## config.mk

```make
export PLATFORM = sky130hd
export DESIGN_NAME = serial_fa_adder
export DESIGN_NICKNAME = d
export VERILOG_FILES = /design/src/rtl/serial_fa_adder.sv
export SDC_FILE = /design/constraint.sdc
export NUM_CORES = 1
export LEC_CHECK = 0
export BUFFER_PORTS_ARGS = -buffer_cell sky130_fd_sc_hd__clkbuf_2
export CORE_MARGIN = 3
export CORE_UTILIZATION = 40
export DETAILED_ROUTE_END_ITERATION = 8
export PLACE_DENSITY = 0.72
export SETUP_SLACK_MARGIN = 0.02
export SYNTH_ARGS = -nofsm -noshare
export SYNTH_HDL_FRONTEND = slang
export SYNTH_SLANG_ARGS = --single-unit
```

## constraint.sdc

```tcl
create_clock -name clk -period 2 [get_ports clk]
set_input_delay 0.2 -clock clk [delete_from_list [all_inputs] [get_ports clk]]
set_output_delay 0.2 -clock clk [all_outputs]
set_load 0.05 [all_outputs]
```

## src/rtl/serial_fa_adder.sv

```systemverilog
// Bit-serial ripple adder: one full-adder step per clock, LSB first,
// with a registered carry. {cout,sum} = a + b + cin after WIDTH shift cycles.
module serial_fa_adder #(
  parameter int unsigned WIDTH = 8
) (
  input  logic             clk,
  input  logic             rst_n,
  input  logic             start,
  input  logic [WIDTH-1:0] a,
  input  logic [WIDTH-1:0] b,
  input  logic             cin,
  output logic             busy,
  output logic             done,
  output logic [WIDTH-1:0] sum,
  output logic             cout
);

  localparam int unsigned CW = (WIDTH > 1) ? $clog2(WIDTH) : 1;
  localparam logic [CW-1:0] LAST = CW'(WIDTH - 1);

  typedef enum logic [1:0] {
    IDLE,
    SHIFT,
    DONE
  } state_t;

  state_t           state;
  state_t           state_nxt;
  logic [WIDTH-1:0] a_sr;
  logic [WIDTH-1:0] b_sr;
  logic [WIDTH-1:0] res_sr;
  logic [WIDTH-1:0] res_nxt;
  logic             carry;
  logic             carry_nxt;
  logic             s;
  logic [CW-1:0]    cnt;
  logic             last;

  // Full-adder cell on the current LSB pair plus the result shifted with the new bit
  always_comb begin
    s         = a_sr[0] ^ b_sr[0] ^ carry;
    carry_nxt = (a_sr[0] & b_sr[0]) | (b_sr[0] & carry) | (a_sr[0] & carry);
    res_nxt   = (res_sr >> 1) | ({{(WIDTH-1){1'b0}}, s} << (WIDTH - 1));
    last      = (cnt == LAST);
  end

  // State register
  always_ff @(posedge clk or negedge rst_n) begin
    if (!rst_n) state <= IDLE;
    else        state <= state_nxt;
  end

  // Next-state logic and status outputs decoded from state
  always_comb begin
    state_nxt = state;
    busy      = 1'b0;
    done      = 1'b0;
    case (state)
      IDLE: begin
        if (start) state_nxt = SHIFT;
      end
      SHIFT: begin
        busy = 1'b1;
        if (last) state_nxt = DONE;
      end
      DONE: begin
        done      = 1'b1;
        state_nxt = IDLE;
      end
      default: state_nxt = IDLE;
    endcase
  end

  // Operand capture, bit-serial datapath and result registers
  always_ff @(posedge clk or negedge rst_n) begin
    if (!rst_n) begin
      a_sr   <= '0;
      b_sr   <= '0;
      res_sr <= '0;
      carry  <= 1'b0;
      cnt    <= '0;
      sum    <= '0;
      cout   <= 1'b0;
    end else begin
      case (state)
        IDLE: begin
          if (start) begin
            a_sr  <= a;
            b_sr  <= b;
            carry <= cin;
            cnt   <= '0;
          end
        end
        SHIFT: begin
          a_sr   <= a_sr >> 1;
          b_sr   <= b_sr >> 1;
          carry  <= carry_nxt;
          res_sr <= res_nxt;
          if (last) begin
            // sum/cout are only published here, so they never expose partial bits
            sum  <= res_nxt;
            cout <= carry_nxt;
            cnt  <= '0;
          end else begin
            cnt <= cnt + 1'b1;
          end
        end
        default: ;
      endcase
    end
  end

endmodule
```

==> flow_summary.json, run 1 <==
{
  "clk_latency_ns": 0.29,
  "wl_per_cell_um": 15.2,
  "synth_area_um2": 1730,
  "synth_edf_count": 0,
  "placed_area_um2": 1920,
  "yosysWarningCount": 0,
  "rsz0062_at_grt": "false",
  "slew_viol_final": 0,
  "hold_class": "in -> async",
  "crit_type": "reg -> reg",
  "ys_seq_area_share_pct": 54.9,
  "power_density_nw_per_um2": 1770,
  "yosysMostFrequentCell": "dfrtp_1",
  "cts_resized": 0,
  "initial_core_util_pct": 42.4,
  "dieArea_um2": 5150,
  "critPathArrivalTime_ns": 1.91,
  "vias_per_cell": 5.37,
  "drt-pass1-iter-count": 4,
  "dp_slack_ns": 0.259,
  "utilization_pct": 50.6,
  "drc_errors": 0,
  "yosys.area.top_type": "dfrtp_1",
  "clkSinkCount": 38,
  "area_delta_synth_final_pct": 19.3,
  "ys_dominant_reg_cell": "dfrtp_1",
  "synth_top_area_share_pct": 54.9,
  "grt_pass1_vias": 1200,
  "cts_tree": "done",
  "grt_max_degree": 39,
  "crit_path_end_kind": "flop",
  "synth-seq-cells": 38,
  "async_reset_ff_share_pct": 100,
  "grt_usage_pct": 14.5,
  "drive_above_1_share_pct": 37.9,
  "path_clk_slew_ns": 0.08,
  "ir_worst_vdd_mv": 0.571,
  "worst_slew_pin_slew_ns": 0.936,
  "core-area_um2": 4090,
  "cts.root.buffer_cell": "clkbuf_8",
  "n_fill_cell": 371,
  "h-tree-depth": 2,
  "postCtsSetupBuffers": 0,
  "final_nets": 191,
  "total_power_mw": 3.66,
  "setup_violations": 0,
  "grt_antenna_before_repair": 0,
  "period_needed_ns": 1.74,
  "syn_nets": 160,
  "synthCells": 137,
  "status": "finished, final reports clean",
  "final_cell_area_um2": 2070,
  "vias": 1175,
  "period_share_pct": 86.8,
  "cp-start-kind": "flop",
  "die_x_um": 71.8,
  "antennaDiodeCount": 0,
  "fin_ws_ns": 0.265,
  "overflow": 0,
  "path_max_fanout": 10,
  "clock_skew_ns": 0.00670,
  "slew_headroom_pct": 37.6,
  "grt_pass1_wl_um": 5750,
  "io_pins": 31,
  "rows": 23,
  "postSynthAreaPerCell_um2": 12.6,
  "antenna_left": 0,
  "synthTopCellsByArea": "dfrtp_1 55%, mux2_2 10%, nor4b_1 6.6%, nor3b_1 4.3%, a211oi_1 3.9%",
  "cp.required_ns": 2.17,
  "hpwlAfterDp_um": 2300,
  "cts-hold-fix-buffers": 0,
  "wirelength_um": 3330,
  "die_h_um": 71.8,
  "reg2reg_depth": 4,
  "portBuffers": 30,
  "clk_path_buf_depth": 2,
  "finalHoldViolCount": 0,
  "drt_iter0_drc": 33,
  "cts_buffers": 5,
  "clock.fmax_mhz": 576,
  "setup_tns_ns": 0,
  "synth_cell_type_count": 23,
  "ys_top_cells_by_count": "38 x dfrtp_1, 16 x mux2_2, 14 x inv_1",
  "max-cap-violations": 0,
  "p_leak_nw": 0.946,
  "gp_congestion": 0.738
}
[worst max-delay path, stage by stage (launching register included)]
cell      delay (ns)
dfrtp_1         0.41
ha_1            0.21
ha_1            0.20
nand3b_1        0.40
mux2_2          0.40
[final cells by class]
class | count | area [um^2] | share of cell area [%]
multi-input cells | 73 | 666 | 32.2
well taps | 50 | 62.6 | 3.03
clock buffers | 6 | 82.6 | 4.00
clock inverters | 2 | 60.1 | 2.91
inverters | 15 | 56.3 | 2.73
repair buffers | 35 | 188 | 9.09
flip-flops and latches | 38 | 951 | 46.0
[metal layers]
metal,vias to the layer above,global-route usage (%),part of all wire [%]
met5,-,0,0
met4,0,5.85,1.3
met3,5,3.79,6.3
met2,37,21.0,46
met1,573,20.5,47
li1,560,-,-
[where the power goes]
group	internal, mW	leakage, nW	total [mW]	switching, mW
clock network	0.532	0.0714	0.797	0.265
logic	0.620	0.431	1.49	0.872
registers	1.14	0.444	1.37	0.228
total	2.29	0.946	3.66	1.36
[worst paths after layout]
| check | startpoint | endpoint | slack, ns |
|---|---|---|---|
| min in group clk | b[7] | b_sr[7]$_DFFE_PN0P_ | 0.13 |
| hold reg to reg | sum[5]$_DFFE_PN0P_ | sum[5]$_DFFE_PN0P_ | 0.50 |
| setup reg to reg | cnt[0]$_DFFE_PN0P_ | sum[0]$_DFFE_PN0P_ | 0.26 |
| setup / recovery | cnt[0]$_DFFE_PN0P_ | sum[0]$_DFFE_PN0P_ | 0.26 |
| hold / removal | rst_n | res_sr[7]$_DFFE_PN0N_ | 0.04 |
| max in group asynchronous | rst_n | b_sr[5]$_DFFE_PN0P_ | 1.38 |
[cell families (layout without fill, tap and decap cells)]
kind of cell | count (synthesis) | in the layout | share of synthesized area, %
AND/OR/NAND/NOR | 31 | 31 | 14.2
adder cells (fa/ha/maj) | 3 | 3 | 2.60
multiplexers | 16 | 16 | 10.4
buffers and inverters | 26 | 58 | 6.65
flip-flops | 38 | 38 | 54.9
AO/OA/AOI/OAI | 23 | 23 | 11.3
[registers in the layout, indices dropped and copies added (netlist names)]
name / cells
cnt: 3
state: 2
sum: 8
carry: 1
b_sr: 8
cout: 1
res_sr: 7
a_sr: 8
[cells in the final DEF (no fill, tap or decap), drive strengths merged, types with 2 or more instances in the layout]
cell / n
nand2b: 3
nor3b: 10
clkbuf: 36
or4b: 2
buf: 5
o221a: 2
nor4b: 13
bufinv: 2
a22o: 5
a211oi: 9
dfrtp: 38
inv: 15
ha: 2
mux2: 16
a221oi: 4
[metrics by stage]
step	std cells	hold slack, ns
6_report	219	0.0368
5_1_grt	219	0.109
4_1_cts	219	0.0591
3_5_place_dp	211	0.384
3_3_place_gp	211	0.352
2_1_floorplan	137	-0.0956
Power figures use the tool's default switching activity.
==> inputs of run 2 (changes only) <==
ABC_AREA = 1   (was unset)
==> run 2 against run 1 <==
Synthesized area is 5.1% higher. Maximum frequency is 11% higher. Clock skew is 0.00073 ns lower. Final cell count is 39% higher. Synthesized cell count is 61% higher. Combinational power is 6% higher. Clock power is 33% lower. Critical path type is now reg -> out.
==> flow_summary.json, run 2 <==
{
  "fin_ws_ns": 0.438,
  "placed_area_um2": 2000,
  "n_fill_cell": 397,
  "die_h_um": 73.5,
  "cts.root.buffer_cell": "clkbuf_8",
  "dp_slack_ns": 0.614,
  "cp-start-kind": "flop",
  "path_clk_slew_ns": 0.07,
  "wl_per_cell_um": 11.0,
  "utilization_pct": 50.1,
  "status": "finished, final reports clean",
  "p_leak_nw": 1.20,
  "synth_cell_type_count": 20,
  "grt_antenna_before_repair": 0,
  "postCtsSetupBuffers": 0,
  "ys_seq_area_share_pct": 52.2,
  "period_needed_ns": 1.56,
  "synth-seq-cells": 38,
  "clk_latency_ns": 0.29,
  "rsz0062_at_grt": "false",
  "critPathArrivalTime_ns": 1.36,
  "core-area_um2": 4200,
  "yosysMostFrequentCell": "nand2_1",
  "wirelength_um": 3370,
  "hpwlAfterDp_um": 2390,
  "synthCells": 220,
  "period_share_pct": 78.1,
  "setup_violations": 0,
  "area_delta_synth_final_pct": 15.6,
  "top_regs": "a_sr x8, b_sr x8, sum x8",
  "vias_per_cell": 4.56,
  "power_density_nw_per_um2": 1640,
  "setup_tns_ns": 0,
  "synth_top_area_share_pct": 52.2,
  "cts_tree": "done",
  "vias": 1391,
  "drive_above_1_share_pct": 21.6,
  "grt_pass1_wl_um": 5930,
  "io_pins": 31,
  "clock_skew_ns": 0.00597,
  "portBuffers": 30,
  "grt_max_degree": 24,
  "drc_errors": 0,
  "initial_core_util_pct": 43.3,
  "total_power_mw": 3.44,
  "drt_iter0_drc": 128,
  "overflow": 0,
  "postSynthAreaPerCell_um2": 8.27,
  "grt_usage_pct": 14.6,
  "antennaDiodeCount": 0,
  "async_reset_ff_share_pct": 100,
  "syn_nets": 243,
  "final_cell_area_um2": 2100,
  "max-cap-violations": 0,
  "h-tree-depth": 2,
  "ir_worst_vdd_mv": 0.623,
  "yosys.area.top_type": "dfrtp_1",
  "die_x_um": 73.5,
  "dieArea_um2": 5400,
  "cts_resized": 0,
  "clkSinkCount": 38,
  "gp_congestion": 0.723,
  "cts_buffers": 5,
  "ys_top_cells_by_count": "73 x nand2_1, 38 x dfrtp_1, 38 x inv_1",
  "layout_commonest_cell": "nand2_1",
  "worst_slew_pin_slew_ns": 0.559,
  "cp.required_ns": 1.80,
  "crit_type": "reg -> out",
  "rows": 23,
  "final_nets": 277,
  "clock.fmax_mhz": 640,
  "hold_class": "in -> reg",
  "final_cell_mix": "73 x nand2_1, 38 x inv_1, 38 x dfrtp_1, 31 x nand3_1, 30 x clkbuf_2",
  "antenna_left": 0,
  "path_max_fanout": 19,
  "slew_viol_final": 0,
  "finalHoldViolCount": 0,
  "synth_area_um2": 1820,
  "grt_pass1_vias": 1320,
  "yosysWarningCount": 0,
  "ys_dominant_reg_cell": "dfrtp_1",
  "synth_edf_count": 0,
  "cts-hold-fix-buffers": 1,
  "drt-pass1-iter-count": 4,
  "synthTopCellsByArea": "dfrtp_1 52%, nand2_1 15%, nand3_1 8.5%, inv_1 7.8%, o21ai_0 3.3%",
  "clk_path_buf_depth": 2,
  "crit_path_end_kind": "output pin",
  "slew_headroom_pct": 62.7
}
run 2: changes by cell type after synthesis, moves of 3 or more:
| cell | before | now |
|---|---|---|
| nand2_2 | 0 | 3 |
| nor3b_1 | 10 | 0 |
| nand2_1 | 0 | 73 |
| a221oi_1 | 4 | 0 |
| nor4b_1 | 13 | 0 |
| o21ai_2 | 0 | 5 |
| a211oi_1 | 9 | 0 |
| o21ai_0 | 0 | 12 |
| nand2b_1 | 3 | 0 |
| buf_2 | 8 | 3 |
| inv_1 | 14 | 38 |
| mux2_2 | 16 | 0 |
| nand3_1 | 0 | 31 |
| a22o_1 | 5 | 0 |
run 2: final timing paths:
| check | start | end | slack [ns] | cells after the start |
|---|---|---|---|---|
| hold / removal | b[7] | b_sr[7]$_DFFE_PN0P_ | 0.15 | 3 |
| hold reg to reg | res_sr[1]$_DFFE_PN0N_ | sum[0]$_DFFE_PN0P_ | 0.47 | 2 |
| setup reg to reg | state[0]$_DFFE_PN0P_ | a_sr[1]$_DFFE_PN0P_ | 0.60 | 4 |
| setup / recovery | state[1]$_DFFE_PN0P_ | done | 0.44 | 4 |
| min in group asynchronous | rst_n | res_sr[5]$_DFFE_PN0N_ | 0.43 | 2 |
| max in group asynchronous | rst_n | b_sr[5]$_DFFE_PN0P_ | 1.03 | 3 |
run 2: cell type report:
cell class / count / area, um^2 / share of cell area, %
Tap cell: 50 / 62.6 / 2.97
Clock inverter: 1 / 5.00 / 0.238
Multi-Input combinational cell: 133 / 649 / 30.9
Clock buffer: 7 / 86.3 / 4.10
Timing Repair Buffer: 36 / 198 / 9.39
Inverter: 40 / 153 / 7.25
Sequential cell: 38 / 951 / 45.2
run 2: report_power, final:
part / internal (mW) / total [mW] / switching (mW)
clock network: 0.278 / 0.533 / 0.255
registers: 1.13 / 1.33 / 0.200
logic: 0.504 / 1.58 / 1.08
run 2: cells by family (layout without fill, tap and decap cells):
| logic type | Yosys count | in the layout | synth area share (%) |
|---|---|---|---|
| DFF | 38 | 38 | 52.2 |
| and+or+nand+nor | 110 | 110 | 26.0 |
| AOI/OAI and AO/OA | 20 | 20 | 7.15 |
| buffers and inverters | 49 | 84 | 12.1 |
| adders and majority gates | 3 | 3 | 2.47 |
run 2: metrics by stage:
step / hold WS [ns] / instances
finish: 0.150 / 305
floorplan: -0.0956 / 220
global placement: 0.214 / 296
CTS: 0.142 / 305
global route: 0.174 / 305
detailed placement: 0.212 / 296
run 2: worst max-delay path: stages, from the launching register on:
cell and delay [ns]:
dfrtp_1 0.41, inv_2 0.06, buf_4 0.20, nor2_1 0.11, clkbuf_2 0.28
run 2: per-layer routing:
metal	part of all wire, %	global-route usage (%)	wire length [um]
met5	0	0	0
met4	2.2	6.64	74
met3	4.0	3.83	135
met2	46	23.0	1560
met1	47	18.6	1590
